$ cat src/rtl/instr_stream_loader.sv
// RV32I instruction encoder and boot loader: encodes field bundles into words,
// writes them to instruction memory from address 0, then releases the core.
module instr_stream_loader #(
   parameter int DEPTH  = 1024,
   parameter int ADDR_W = 10
) (
   input  logic              clk,
   input  logic              rst,
   input  logic              in_valid,
   output logic              in_ready,
   input  logic [2:0]        in_class,
   input  logic [2:0]        in_funct3,
   input  logic              in_funct7b5,
   input  logic [4:0]        in_rd,
   input  logic [4:0]        in_rs1,
   input  logic [4:0]        in_rs2,
   input  logic [12:0]       in_imm,
   input  logic              in_last,
   output logic              mem_we,
   output logic [31:0]       mem_addr,
   output logic [31:0]       mem_wdata,
   output logic              core_rst,
   output logic              done,
   output logic [ADDR_W:0]   count,
   output logic              err
);

   typedef enum logic [1:0] {S_LOAD, S_FLUSH, S_DONE} state_e;

   localparam logic [ADDR_W:0] DEPTH_W  = (ADDR_W + 1)'(DEPTH);
   localparam logic [ADDR_W:0] LAST_IDX = (ADDR_W + 1)'(DEPTH - 1);
   localparam logic [31:0]     NOP      = 32'h0000_0013;

   state_e           state_q, state_d;
   logic [ADDR_W:0]  count_q;
   logic             mem_we_q;
   logic [31:0]      mem_addr_q;
   logic [31:0]      mem_wdata_q;
   logic             err_q;
   logic             done_q;

   logic             accept;
   logic [31:0]      enc_word;
   logic             enc_err;

   assign in_ready = (state_q == S_LOAD) && (count_q < DEPTH_W);
   assign accept   = in_valid && in_ready;

   // NOTE: every output of a combinational block gets a default first, so no
   // path through the case leaves it unassigned and infers a latch.
   always_comb begin
      enc_word = NOP;
      enc_err  = 1'b0;
      unique case (in_class)
         3'b000: enc_word = {in_imm[11:0], in_rs1, in_funct3, in_rd, 7'b0000011};
         3'b001: enc_word = {in_imm[11:5], in_rs2, in_rs1, in_funct3, in_imm[4:0], 7'b0100011};
         3'b010: enc_word = {1'b0, in_funct7b5, 5'b00000, in_rs2, in_rs1, in_funct3, in_rd, 7'b0110011};
         3'b011: enc_word = {in_imm[11:0], in_rs1, in_funct3, in_rd, 7'b0010011};
         3'b100: begin
            // Misaligned branch offset: bit 0 has no slot in the encoding anyway.
            enc_word = {in_imm[12], in_imm[10:5], in_rs2, in_rs1, in_funct3,
                        in_imm[4:1], in_imm[11], 7'b1100011};
            enc_err  = in_imm[0];
         end
         default: enc_err = 1'b1;
      endcase
   end

   always_comb begin
      state_d = state_q;
      unique case (state_q)
         S_LOAD:  if (accept && (in_last || count_q == LAST_IDX)) state_d = S_FLUSH;
         S_FLUSH: state_d = S_DONE;
         default: state_d = S_DONE;
      endcase
   end

   // NOTE: sequential state uses non-blocking assignments so every register
   // samples pre-edge values, independent of statement order.
   always_ff @(posedge clk or negedge rst) begin
      if (!rst) begin
         state_q     <= S_LOAD;
         count_q     <= '0;
         mem_we_q    <= 1'b0;
         mem_addr_q  <= '0;
         mem_wdata_q <= '0;
         err_q       <= 1'b0;
         done_q      <= 1'b0;
      end else begin
         state_q    <= state_d;
         mem_we_q   <= accept;
         // Write address while writing, next free address while idle.
         mem_addr_q <= 32'({count_q, 2'b00});
         done_q     <= (state_d == S_DONE);
         if (accept) begin
            count_q     <= count_q + 1'b1;
            mem_wdata_q <= enc_word;
            if (enc_err) err_q <= 1'b1;
         end
      end
   end

   assign mem_we    = mem_we_q;
   assign mem_addr  = mem_addr_q;
   assign mem_wdata = mem_wdata_q;
   assign count     = count_q;
   assign err       = err_q;
   assign done      = done_q;
   assign core_rst  = done_q;

endmodule

$ cat config.mk
export PLATFORM = sky130hd
export DESIGN_NAME = instr_stream_loader
export DESIGN_NICKNAME = d
export VERILOG_FILES = /design/src/rtl/instr_stream_loader.sv
export SDC_FILE = /design/constraint.sdc
export NUM_CORES = 1
export LEC_CHECK = 0
export ABC_CLOCK_PERIOD_IN_PS = 2100
export BUFFER_PORTS_ARGS = -buffer_cell sky130_fd_sc_hd__buf_2
export CORE_UTILIZATION = 45
export DETAILED_ROUTE_END_ITERATION = 7
export HOLD_SLACK_MARGIN = 0.12
export PLACE_DENSITY = 0.84
export SETUP_SLACK_MARGIN = 0.3
export SYNTH_ARGS = -nofsm -noshare
export SYNTH_HDL_FRONTEND = slang
export SYNTH_SLANG_ARGS = --single-unit
$ cat constraint.sdc
create_clock -name clk -period 2.1 [get_ports clk]
set_clock_uncertainty 0.05 [all_clocks]
set_input_delay 0.315 -clock clk [delete_from_list [all_inputs] [get_ports clk]]
set_output_delay 0.315 -clock clk [all_outputs]
set_load 0.03 [all_outputs]
==> impl_metrics.env, run 1 <==
export IMPL_clkPwrFrac_pct=20.6
export IMPL_switching_share_pct=41.0
export IMPL_io_buffer_count=95
export IMPL_yosysSeqAreaShare_pct=58.6
export IMPL_antenna_found_initial=0
export IMPL_dieArea_mm2=0.00551
export IMPL_arrival_ns=1.90
export IMPL_cellLeakagePower_nw=1.60
export IMPL_n_antenna_cell=0
export IMPL_first_pass_iters=4
export IMPL_ir_worst_vdd_mv=0.968
export IMPL_worstSetupPathType="register to register"
export IMPL_drc=0
export IMPL_syn_instance_count=204
export IMPL_clkLatencyLatePin_ns=0.31
export IMPL_fin_cells=373
export IMPL_worst_hold_slack_ns=0.168
export IMPL_ys_types=38
export IMPL_cts_sinks=55
export IMPL_power_mw=3.91
export IMPL_drtIter0Drc=84
export IMPL_io_pin_count=119
export IMPL_row_count=25
export IMPL_setup_viol=0
export IMPL_synth_area_mm2=0.00235
export IMPL_cp_start_kind="register"
export IMPL_end_kind="register"
export IMPL_synth_avg_cell_area_um2=11.5
export IMPL_numCtsBuffers=5
export IMPL_max_stage_delay_ns=0.63
export IMPL_grt_max_degree=36
export IMPL_yosys_warnings=0
export IMPL_ff2ff_path_depth=5
export IMPL_crit_family="simple AND/OR/NAND/NOR gates"
export IMPL_num_vias=1812
export IMPL_place_congestion=0.771
export IMPL_first_global_vias=1683
export IMPL_synth_seq_cells=55
export IMPL_crit_cells=5
export IMPL_synthToLayoutAreaGrowth_pct=29.6
export IMPL_ant_nets=0
export IMPL_cts_tree="built"
export IMPL_slew_headroom_pct=38.6
export IMPL_p_int_mw=2.30
export IMPL_placed_cells=359
export IMPL_pwr_share_comb_pct=38.8
export IMPL_finalCritPeriodShare_pct=83.1
export IMPL_cts_htree_levels=2
export IMPL_rsz0062_at_grt="true"
export IMPL_drv_cap=0
export IMPL_dieWidth_um=74.2
export IMPL_critPathMaxFanout=6
export IMPL_grt_use_total_pct=19.3
export IMPL_pwr_share_seq_pct=40.6
export IMPL_max_freq_ghz=0.573
export IMPL_clk_pin_slew_ns=0.09
export IMPL_wire_per_inst_um=13.4
export IMPL_crit_slowest_cell="or4b_4"
export IMPL_status="finished, final reports clean"
export IMPL_initial_core_util_pct=48.1
export IMPL_grt_pass1_wl_um=7810
export IMPL_tns_ns=0
export IMPL_power_density_mw_per_mm2=1280
export IMPL_dp_hpwl_um=3650
export IMPL_hold_viol_final=0
export IMPL_cts_path_max_buffers=2
export IMPL_grt_overflow=0
export IMPL_routed_via_density=4.86
export IMPL_hold_depth=2
export IMPL_routed_wl_um=5020
export IMPL_fin_crit_ns=1.74
export IMPL_slew_viol_final=0
export IMPL_cts_root_buf="clkbuf_8"
export IMPL_core_area_mm2=0.00488
export IMPL_final_nets=345
export IMPL_path_buf_inv=1
export IMPL_crit_path_cell_trace="or4b_4 -> clkinv_8 -> and3_4 -> nand4_1 -> xnor2_1"
export IMPL_switchingPower_mw=1.60
export IMPL_drive_gt1_share_pct=40.8
export IMPL_max_slew_worst_pin_slew_ns=0.913
export IMPL_die_y_um=74.2
export IMPL_cp_data_required_time_ns=2.25
export IMPL_hp_class="input pin to register"
-- kinds of logic (layout without fill, tap and decap cells) --
| group | Yosys count | in the layout | share of synthesized area, % |
|---|---|---|---|
| AND/OR/NAND/NOR | 58 | 58 | 13.1 |
| flip-flops | 55 | 55 | 58.6 |
| AO/OA/AOI/OAI | 40 | 40 | 12.5 |
| buffers and inverters | 36 | 116 | 10.1 |
| XOR/XNOR | 9 | 9 | 3.36 |
| multiplexers | 4 | 4 | 1.70 |
| adder cells (fa/ha/maj) | 1 | 1 | 0.533 |
| other | 1 | 23 | 0.160 |
-- flip-flops by register name, summed over array words and instances (netlist names) --
register   count
mem_wdata     29
count         11
mem_addr      11
core_rst       1
err            1
mem_we         1
state_q        1
-- per-layer routing --
metal / GRT usage (%) / wire [µm] / vias to the layer above
li1: - / - / 856
met1: 24.2 / 2180 / 867
met2: 32.3 / 2390 / 82
met3: 5.83 / 373 / 7
met4: 6.29 / 64 / 0
met5: 0 / 0 / -
-- cell type report --
cell class / count / area [µm²]
sequential: 55 / 1380
multi-input combinational: 135 / 855
clock buffer: 6 / 72.6
fill: 413 / 1840
timing repair buffer: 105 / 569
tap: 67 / 83.8
clock inverter: 2 / 60.1
inverter: 3 / 23.8
-- synthesized netlist by cell type (all sizes together) --
cell,count,area [µm²]
dfrtp,55,1380
buf,28,201
nor2,18,67.6
nand2,17,63.8
a22o,14,123
a21oi,8,40.0
o21ai,7,35.0
xnor2,7,61.3
nor2b,6,37.5
a221oi,5,43.8
clkbuf,5,18.8
mux2i,4,40.0
nand2b,3,18.8
nand3,3,15.0
inv,2,7.51
nand4,2,27.5
nor3,2,15.0
or2,2,12.5
xor2,2,17.5
a211oi,1,12.5
a21o,1,7.51
a22oi,1,7.51
and3,1,11.3
and4,1,8.76
clkinv,1,8.76
conb,1,3.75
ha,1,12.5
nand3b,1,7.51
nor3b,1,12.5
o21a,1,7.51
o21bai,1,7.51
o31a,1,8.76
or4b,1,10.0
-- worst reg2reg max path, cell delays in order (launching register included) --
cell,delay (ns)
dfrtp_2,0.42
or4b_4,0.63
clkinv_8,0.10
and3_4,0.20
nand4_1,0.11
xnor2_1,0.14
-- stage by stage --
step                instance area, µm²  utilization [%]  setup slack [ns]
global placement                  2820             57.8             0.156
finish                            3040             62.4             0.355
global route                      3040             62.4             0.277
detailed placement                2820             57.8             0.113
CTS                               3010             61.6             0.323
floorplan                         2450                -             0.269
-- cell usage in the layout, fill, tap and decap left out, types with 2 or more instances in the layout --
| cell | netlist | layout |
|---|---|---|
| a22o_1 | 14 | 14 |
| nor2_1 | 18 | 18 |
| buf_2 | 2 | 95 |
| nand2b_1 | 3 | 3 |
| a21oi_1 | 8 | 8 |
| nor2b_1 | 6 | 6 |
| a221oi_2 | 0 | 4 |
| mux2i_1 | 4 | 4 |
| clkbuf_8 | 0 | 5 |
| bufinv_16 | 0 | 2 |
| dfrtp_1 | 55 | 53 |
| conb_1 | 1 | 23 |
| dfrtp_2 | 0 | 2 |
| xnor2_1 | 7 | 7 |
| nand3_1 | 3 | 3 |
| nand2_1 | 17 | 17 |
| xor2_1 | 2 | 2 |
| buf_4 | 25 | 7 |
| inv_1 | 2 | 2 |
| o21ai_0 | 7 | 7 |
-- power groups by stage --
stage	registers (mW)	clock network (mW)	logic, mW
floorplan	2.23	0	0.420
global placement	1.61	0	1.47
detailed placement	1.60	0	1.50
CTS	1.59	0.816	1.52
global route	1.64	0.870	1.62
finish	1.59	0.806	1.51
-- final timing paths --
path | to | start | slack (ns)
setup / recovery | count[6] | core_rst | 0.36
hold reg to reg | mem_addr[11] | count[9] | 0.36
hold / removal | mem_wdata[12] | in_funct3[0] | 0.17
max in group asynchronous | core_rst | rst | 1.01
min in group asynchronous | count[6] | rst | 0.44
setup reg to reg | count[6] | core_rst | 0.36
-- repair_timing --
item / 4_1_cts / 5_1_grt
endpoints found under the hold margin: 20 / 0
pin swaps: 1 / 3
setup buffers: 5 / 0
hold buffers: 1 / 0
resized for setup: 1 / 6
setup endpoints to repair: 29 / 13
Note: power is estimated with default switching activity, not from simulation.
==> run 2: changes to the inputs <==
--- a/config.mk
+++ b/config.mk
@@ -5,7 +5,7 @@
 export SDC_FILE = /design/constraint.sdc
 export NUM_CORES = 1
 export LEC_CHECK = 0
-export ABC_CLOCK_PERIOD_IN_PS = 2100
+export ABC_CLOCK_PERIOD_IN_PS = 1700
 export BUFFER_PORTS_ARGS = -buffer_cell sky130_fd_sc_hd__buf_2
 export CORE_UTILIZATION = 45
 export DETAILED_ROUTE_END_ITERATION = 7
==> constraint.sdc (replaced) <==
create_clock -name clk -period 1.7 [get_ports clk]
set_clock_uncertainty 0.05 [all_clocks]
set_input_delay 0.255 -clock clk [delete_from_list [all_inputs] [get_ports clk]]
set_output_delay 0.255 -clock clk [all_outputs]
set_load 0.03 [all_outputs]
==> run 2 against run 1 <==
Net effect: the run now ends with setup timing left; flip-flop and latch count is the same; via count grew 7.1%; first-iteration DRC count grew 45%; final area grew 7.5%; count of clock-buffer cells in the layout shrank 1; maximum frequency shrank 3.0%; core utilization grew 4.7 points; largest cell class unchanged.
==> impl_metrics.env, run 2 (same netlist as run 1, synthesis figures left out) <==
export IMPL_status="finished with violations"
export IMPL_violations="setup timing"
export IMPL_worst_hold_slack_ns=0.119
export IMPL_rsz0062_at_grt="true"
export IMPL_wire_per_inst_um=14.8
export IMPL_max_slew_worst_pin_slew_ns=0.906
export IMPL_place_congestion=0.755
export IMPL_antenna_found_initial=0
export IMPL_routed_wl_um=5860
export IMPL_n_antenna_cell=0
export IMPL_crit_path_cell_trace="or4b_4 -> buf_6 -> clkinv_8 -> and3_4 -> nand4_1 -> xnor2_1"
export IMPL_cp_data_required_time_ns=1.86
export IMPL_dieWidth_um=74.2
export IMPL_hold_viol_final=0
export IMPL_crit_start="core_rst"
export IMPL_crit_slowest_cell="or4b_4"
export IMPL_power_density_mw_per_mm2=1490
export IMPL_finalWorstSetupSlack_ns=-0.0987
export IMPL_first_global_vias=1770
export IMPL_arrival_ns=1.96
export IMPL_mostFrequentLayoutCells="buf_2, dfrtp_1, conb_1"
export IMPL_clk_pin_slew_ns=0.10
export IMPL_cts_root_buf="clkbuf_8"
export IMPL_drv_cap=0
export IMPL_routed_via_density=4.91
export IMPL_cts_htree_levels=2
export IMPL_hp_class="input pin to register"
export IMPL_dp_hpwl_um=3950
export IMPL_max_stage_delay_ns=0.52
export IMPL_initial_core_util_pct=48.1
export IMPL_grt_max_degree=56
export IMPL_fin_crit_ns=1.80
export IMPL_slew_headroom_pct=39.1
export IMPL_numCtsBuffers=5
export IMPL_mostFrequentLayoutCell="buf_2"
export IMPL_io_buffer_count=95
export IMPL_final_nets=367
export IMPL_drtIter0Drc=122
export IMPL_ir_worst_vdd_mv=0.951
export IMPL_clkLatencyLatePin_ns=0.31
export IMPL_core_area_mm2=0.00488
export IMPL_reg2reg_slack_ns=-0.1
export IMPL_critPathMaxFanout=6
export IMPL_drc=0
export IMPL_io_pin_count=119
export IMPL_cts_sinks=55
export IMPL_max_freq_ghz=0.556
export IMPL_rr_startpoint="core_rst"
export IMPL_finalCritPeriodShare_pct=106
export IMPL_grt_pass1_wl_um=8740
export IMPL_grt_use_total_pct=21.2
export IMPL_place_ws_ns=-0.121
export IMPL_cts_path_max_buffers=2
export IMPL_end_kind="register"
export IMPL_slew_viol_final=0
export IMPL_hp_start="in_imm[5]"
export IMPL_dieArea_mm2=0.00551
export IMPL_die_y_um=74.2
export IMPL_synthToLayoutAreaGrowth_pct=39.3
export IMPL_num_vias=1941
export IMPL_worstSetupPathType="register to register"
export IMPL_first_pass_iters=4
export IMPL_cp_start_kind="register"
export IMPL_ant_nets=0
export IMPL_row_count=25
export IMPL_setup_viol=23
export IMPL_drive_gt1_share_pct=43.9
export IMPL_largest_register_ffs=29
export IMPL_cellLeakagePower_nw=1.71
export IMPL_cts_tree="built"
export IMPL_grt_overflow=0
==> run 2: changes by cell type in the layout (fill, tap and decap cells not counted), moves of 3 or more <==
cell | before | now
o21ai_1 | 0 | 3
dlygate4sd3_1 | 1 | 12
nor2_1 | 18 | 15
buf_2 | 95 | 92
o21ai_0 | 7 | 4
buf_4 | 7 | 17
nor2_2 | 0 | 3
buf_6 | 1 | 5
==> run 2: worst max-delay path, delay by kind of cell, from the launching register on <==
| kind | cells | cell delay (ns) |
|---|---|---|
| flip-flops | 1 | 0.42 |
| AND/OR/NAND/NOR | 3 | 0.86 |
| buffers and inverters | 2 | 0.21 |
| XOR/XNOR | 1 | 0.16 |
==> run 2: layout make-up <==
class | instances | area (µm²)
Fill cell | 373 | 1610
Clock inverter | 3 | 47.5
Clock buffer | 5 | 68.8
Inverter | 3 | 23.8
Timing Repair Buffer | 127 | 785
Tap cell | 67 | 83.8
Sequential cell | 55 | 1380
Multi-Input combinational cell | 135 | 882
==> run 2: per-stage QoR <==
step / util [%] / power [mW] / std cells / cell area (µm²) / setup TNS, ns
finish: 67.0 / 4.89 / 395 / 3270 / -0.564
CTS: 66.1 / 4.87 / 393 / 3220 / -0.560
global placement: 60.4 / 3.86 / 373 / 2950 / -0.0527
detailed placement: 60.4 / 3.93 / 373 / 2950 / -0.868
global route: 67.0 / 5.13 / 395 / 3270 / -1.77
floorplan: - / 3.28 / 226 / 2470 / -1.32
==> run 2: where the power goes <==
| part | total (mW) | leakage (nW) | internal (mW) | switching, mW |
|---|---|---|---|---|
| combinational | 2.05 | 0.969 | 0.665 | 1.39 |
| clock | 0.898 | 0.0587 | 0.447 | 0.451 |
| sequential | 1.94 | 0.684 | 1.70 | 0.242 |
==> run 2: final timing paths <==
| check | end | depth (start not counted) |
|---|---|---|
| min reg2reg | mem_addr[11] | 0 |
| max reg2reg | count[6] | 6 |
| max | count[6] | 6 |
| max in group asynchronous | count[3] | 3 |
| min in group asynchronous | mem_addr[9] | 3 |
| min | mem_wdata[25] | 2 |
==> run 2: per-layer routing <==
layer | track usage (%) | wire length, µm
met1 | 27.5 | 2420
met3 | 4.34 | 383
met4 | 8.39 | 148
met2 | 34.9 | 2910
met5 | 0 | 0
==> run 2: repair_timing <==
item,CTS,global route
pin swaps,2,4
endpoints found under the hold margin,66,0
hold buffers,12,0
endpoints found under the setup margin,44,47
gates resized for setup,9,11
buffers inserted,0,2
==> run 3: changes to the inputs <==
--- a/config.mk
+++ b/config.mk
@@ -6,11 +6,11 @@
 export NUM_CORES = 1
 export LEC_CHECK = 0
 export ABC_CLOCK_PERIOD_IN_PS = 1700
-export BUFFER_PORTS_ARGS = -buffer_cell sky130_fd_sc_hd__buf_2
-export CORE_UTILIZATION = 45
+export CORE_UTILIZATION = 50
 export DETAILED_ROUTE_END_ITERATION = 7
+export DONT_BUFFER_PORTS = 1
 export HOLD_SLACK_MARGIN = 0.12
-export PLACE_DENSITY = 0.84
+export PLACE_DENSITY = 0.7
 export SETUP_SLACK_MARGIN = 0.3
 export SYNTH_ARGS = -nofsm -noshare
 export SYNTH_HDL_FRONTEND = slang
==> run 3 against run 2 <==
Net effect: the flow finishes with violations (DRC, hold timing, setup timing); final cell count decreased by 23%; worst setup slack better by 0.021 ns; via count fell by 13%; total power fell by 11%; critical endpoint is now in_ready; largest power group is now registers.
==> impl_metrics.env, run 3 (same netlist as run 1, synthesis figures left out) <==
export IMPL_status="finished with violations"
export IMPL_violations="DRC, hold timing, setup timing"
export IMPL_synthToLayoutAreaGrowth_pct=26.1
export IMPL_drc=16
export IMPL_post_route_util_pct=66.6
export IMPL_slew_headroom_pct=63.4
export IMPL_ir_worst_vdd_mv=0.779
export IMPL_dieArea_mm2=0.00498
export IMPL_row_count=24
export IMPL_mostFrequentLayoutCells="dfrtp_1, dlygate4sd3_1, conb_1"
export IMPL_initial_core_util_pct=52.8
export IMPL_post_cts_buffers=0
export IMPL_hold_viol_final=55
export IMPL_drv_cap=0
export IMPL_cts_sinks=55
export IMPL_mostFrequentLayoutCell="dfrtp_1"
export IMPL_n_antenna_cell=0
export IMPL_routed_wl_um=5640
export IMPL_max_freq_ghz=0.563
export IMPL_die_y_um=70.5
export IMPL_numCtsBuffers=5
export IMPL_worstSetupPathType="register to output port"
export IMPL_place_congestion=0.748
export IMPL_ff2ff_path_depth=6
export IMPL_placed_cells=264
export IMPL_fin_cells=303
export IMPL_rsz0062_at_grt="true"
export IMPL_io_pin_count=119
export IMPL_first_pass_iters=6
export IMPL_grt_max_degree=56
export IMPL_power_density_mw_per_mm2=1470
export IMPL_fin_crit_ns=1.78
export IMPL_finalCritPeriodShare_pct=105
export IMPL_reg2reg_slack_ns=-0.08
export IMPL_cts_htree_levels=2
export IMPL_hp_class="input pin to asynchronous set/reset pin"
export IMPL_clkLatencyLatePin_ns=0.29
export IMPL_rr_startpoint="core_rst"
export IMPL_arrival_ns=1.47
export IMPL_placed_area_mm2=0.00246
export IMPL_power_mw=4.37
export IMPL_routed_via_density=5.59
export IMPL_dieWidth_um=70.5
export IMPL_largest_register_ffs=29
export IMPL_end_kind="output port"
export IMPL_dp_hpwl_um=3400
export IMPL_grt_pass1_wl_um=8480
export IMPL_design_area_mm2=0.00296
export IMPL_r2r_end="count[8]"
export IMPL_grt_overflow=0
export IMPL_drtIter0Drc=136
export IMPL_final_nets=290
export IMPL_grt_use_total_pct=22.2
export IMPL_clk_pin_slew_ns=0.09
export IMPL_finalWorstSetupSlack_ns=-0.0777
export IMPL_cp_data_required_time_ns=1.39
export IMPL_cellLeakagePower_nw=1.37
export IMPL_slew_viol_final=0
export IMPL_first_global_vias=1704
export IMPL_wire_per_inst_um=18.6
export IMPL_num_vias=1693
export IMPL_ant_nets=0
export IMPL_antenna_found_initial=0
export IMPL_cts_path_max_buffers=2
export IMPL_drive_gt1_share_pct=19.9
export IMPL_io_buffer_count=0
export IMPL_cp_start_kind="register"
export IMPL_critPathMaxFanout=3
export IMPL_core_area_mm2=0.00444
export IMPL_worst_hold_slack_ns=-0.406
export IMPL_setup_viol=18
export IMPL_cts_root_buf="clkbuf_8"
export IMPL_max_slew_worst_pin_slew_ns=0.549
export IMPL_cts_tree="built"
==> run 3: worst max-delay path: stages (launching register included) <==
cell,delay [ns]
dfrtp_2,0.41
buf_4,0.20
or2_2,0.35
nor2_4,0.21
==> run 3: report_power, final <==
group	switching (mW)	leakage [nW]	internal [mW]	total [mW]
Clock	0.389	0.0484	0.334	0.723
Combinational	0.575	0.632	0.407	0.982
Sequential	0.976	0.686	1.69	2.66
==> run 3: final cells by class <==
| type | count | area, µm² |
|---|---|---|
| Fill cell | 318 | 1480 |
| Sequential cell | 55 | 1380 |
| Multi-Input combinational cell | 135 | 918 |
| Timing Repair Buffer | 50 | 480 |
| Clock buffer | 7 | 86.3 |
| Tap cell | 52 | 65.1 |
| Inverter | 3 | 23.8 |
| Clock inverter | 1 | 8.76 |
==> run 3: worst max path at each step <==
| stage | endpoint | slack, ns | startpoint | depth (start not counted) |
|---|---|---|---|---|
| finish | in_ready | -0.08 | core_rst | 3 |
| global route | count[8] | -0.13 | core_rst | 6 |
| CTS | in_ready | -0.06 | core_rst | 3 |
| detailed placement | mem_wdata[31] | -0.08 | core_rst | 6 |
| global placement | count[8] | -0.04 | core_rst | 6 |
| floorplan | count[6] | -0.13 | core_rst | 6 |
==> run 3: repair_timing <==
action,CTS,global route
endpoints found under the setup margin,44,44
hold buffers,29,2
gates cloned,0,0
endpoints found under the hold margin,80,56
gates resized for setup,9,13
pin swaps,2,1
==> run 3: routing by layer <==
metal	share of wire [%]	GRT usage (%)	up-vias	routed length, µm
met5	0	0	-	0
met4	2.7	9.33	0	154
met3	6.9	3.85	18	390
met2	54	40.7	108	3060
met1	36	25.7	823	2040
li1	-	-	744	-
==> run 3: stage by stage <==
| stage | setup slack [ns] | setup TNS (ns) |
|---|---|---|
| floorplan | -0.131 | -1.32 |
| global placement | -0.0437 | -0.175 |
| detailed placement | -0.0840 | -0.667 |
| CTS | -0.0647 | -0.408 |
| global route | -0.128 | -1.86 |
| finish | -0.0777 | -0.528 |
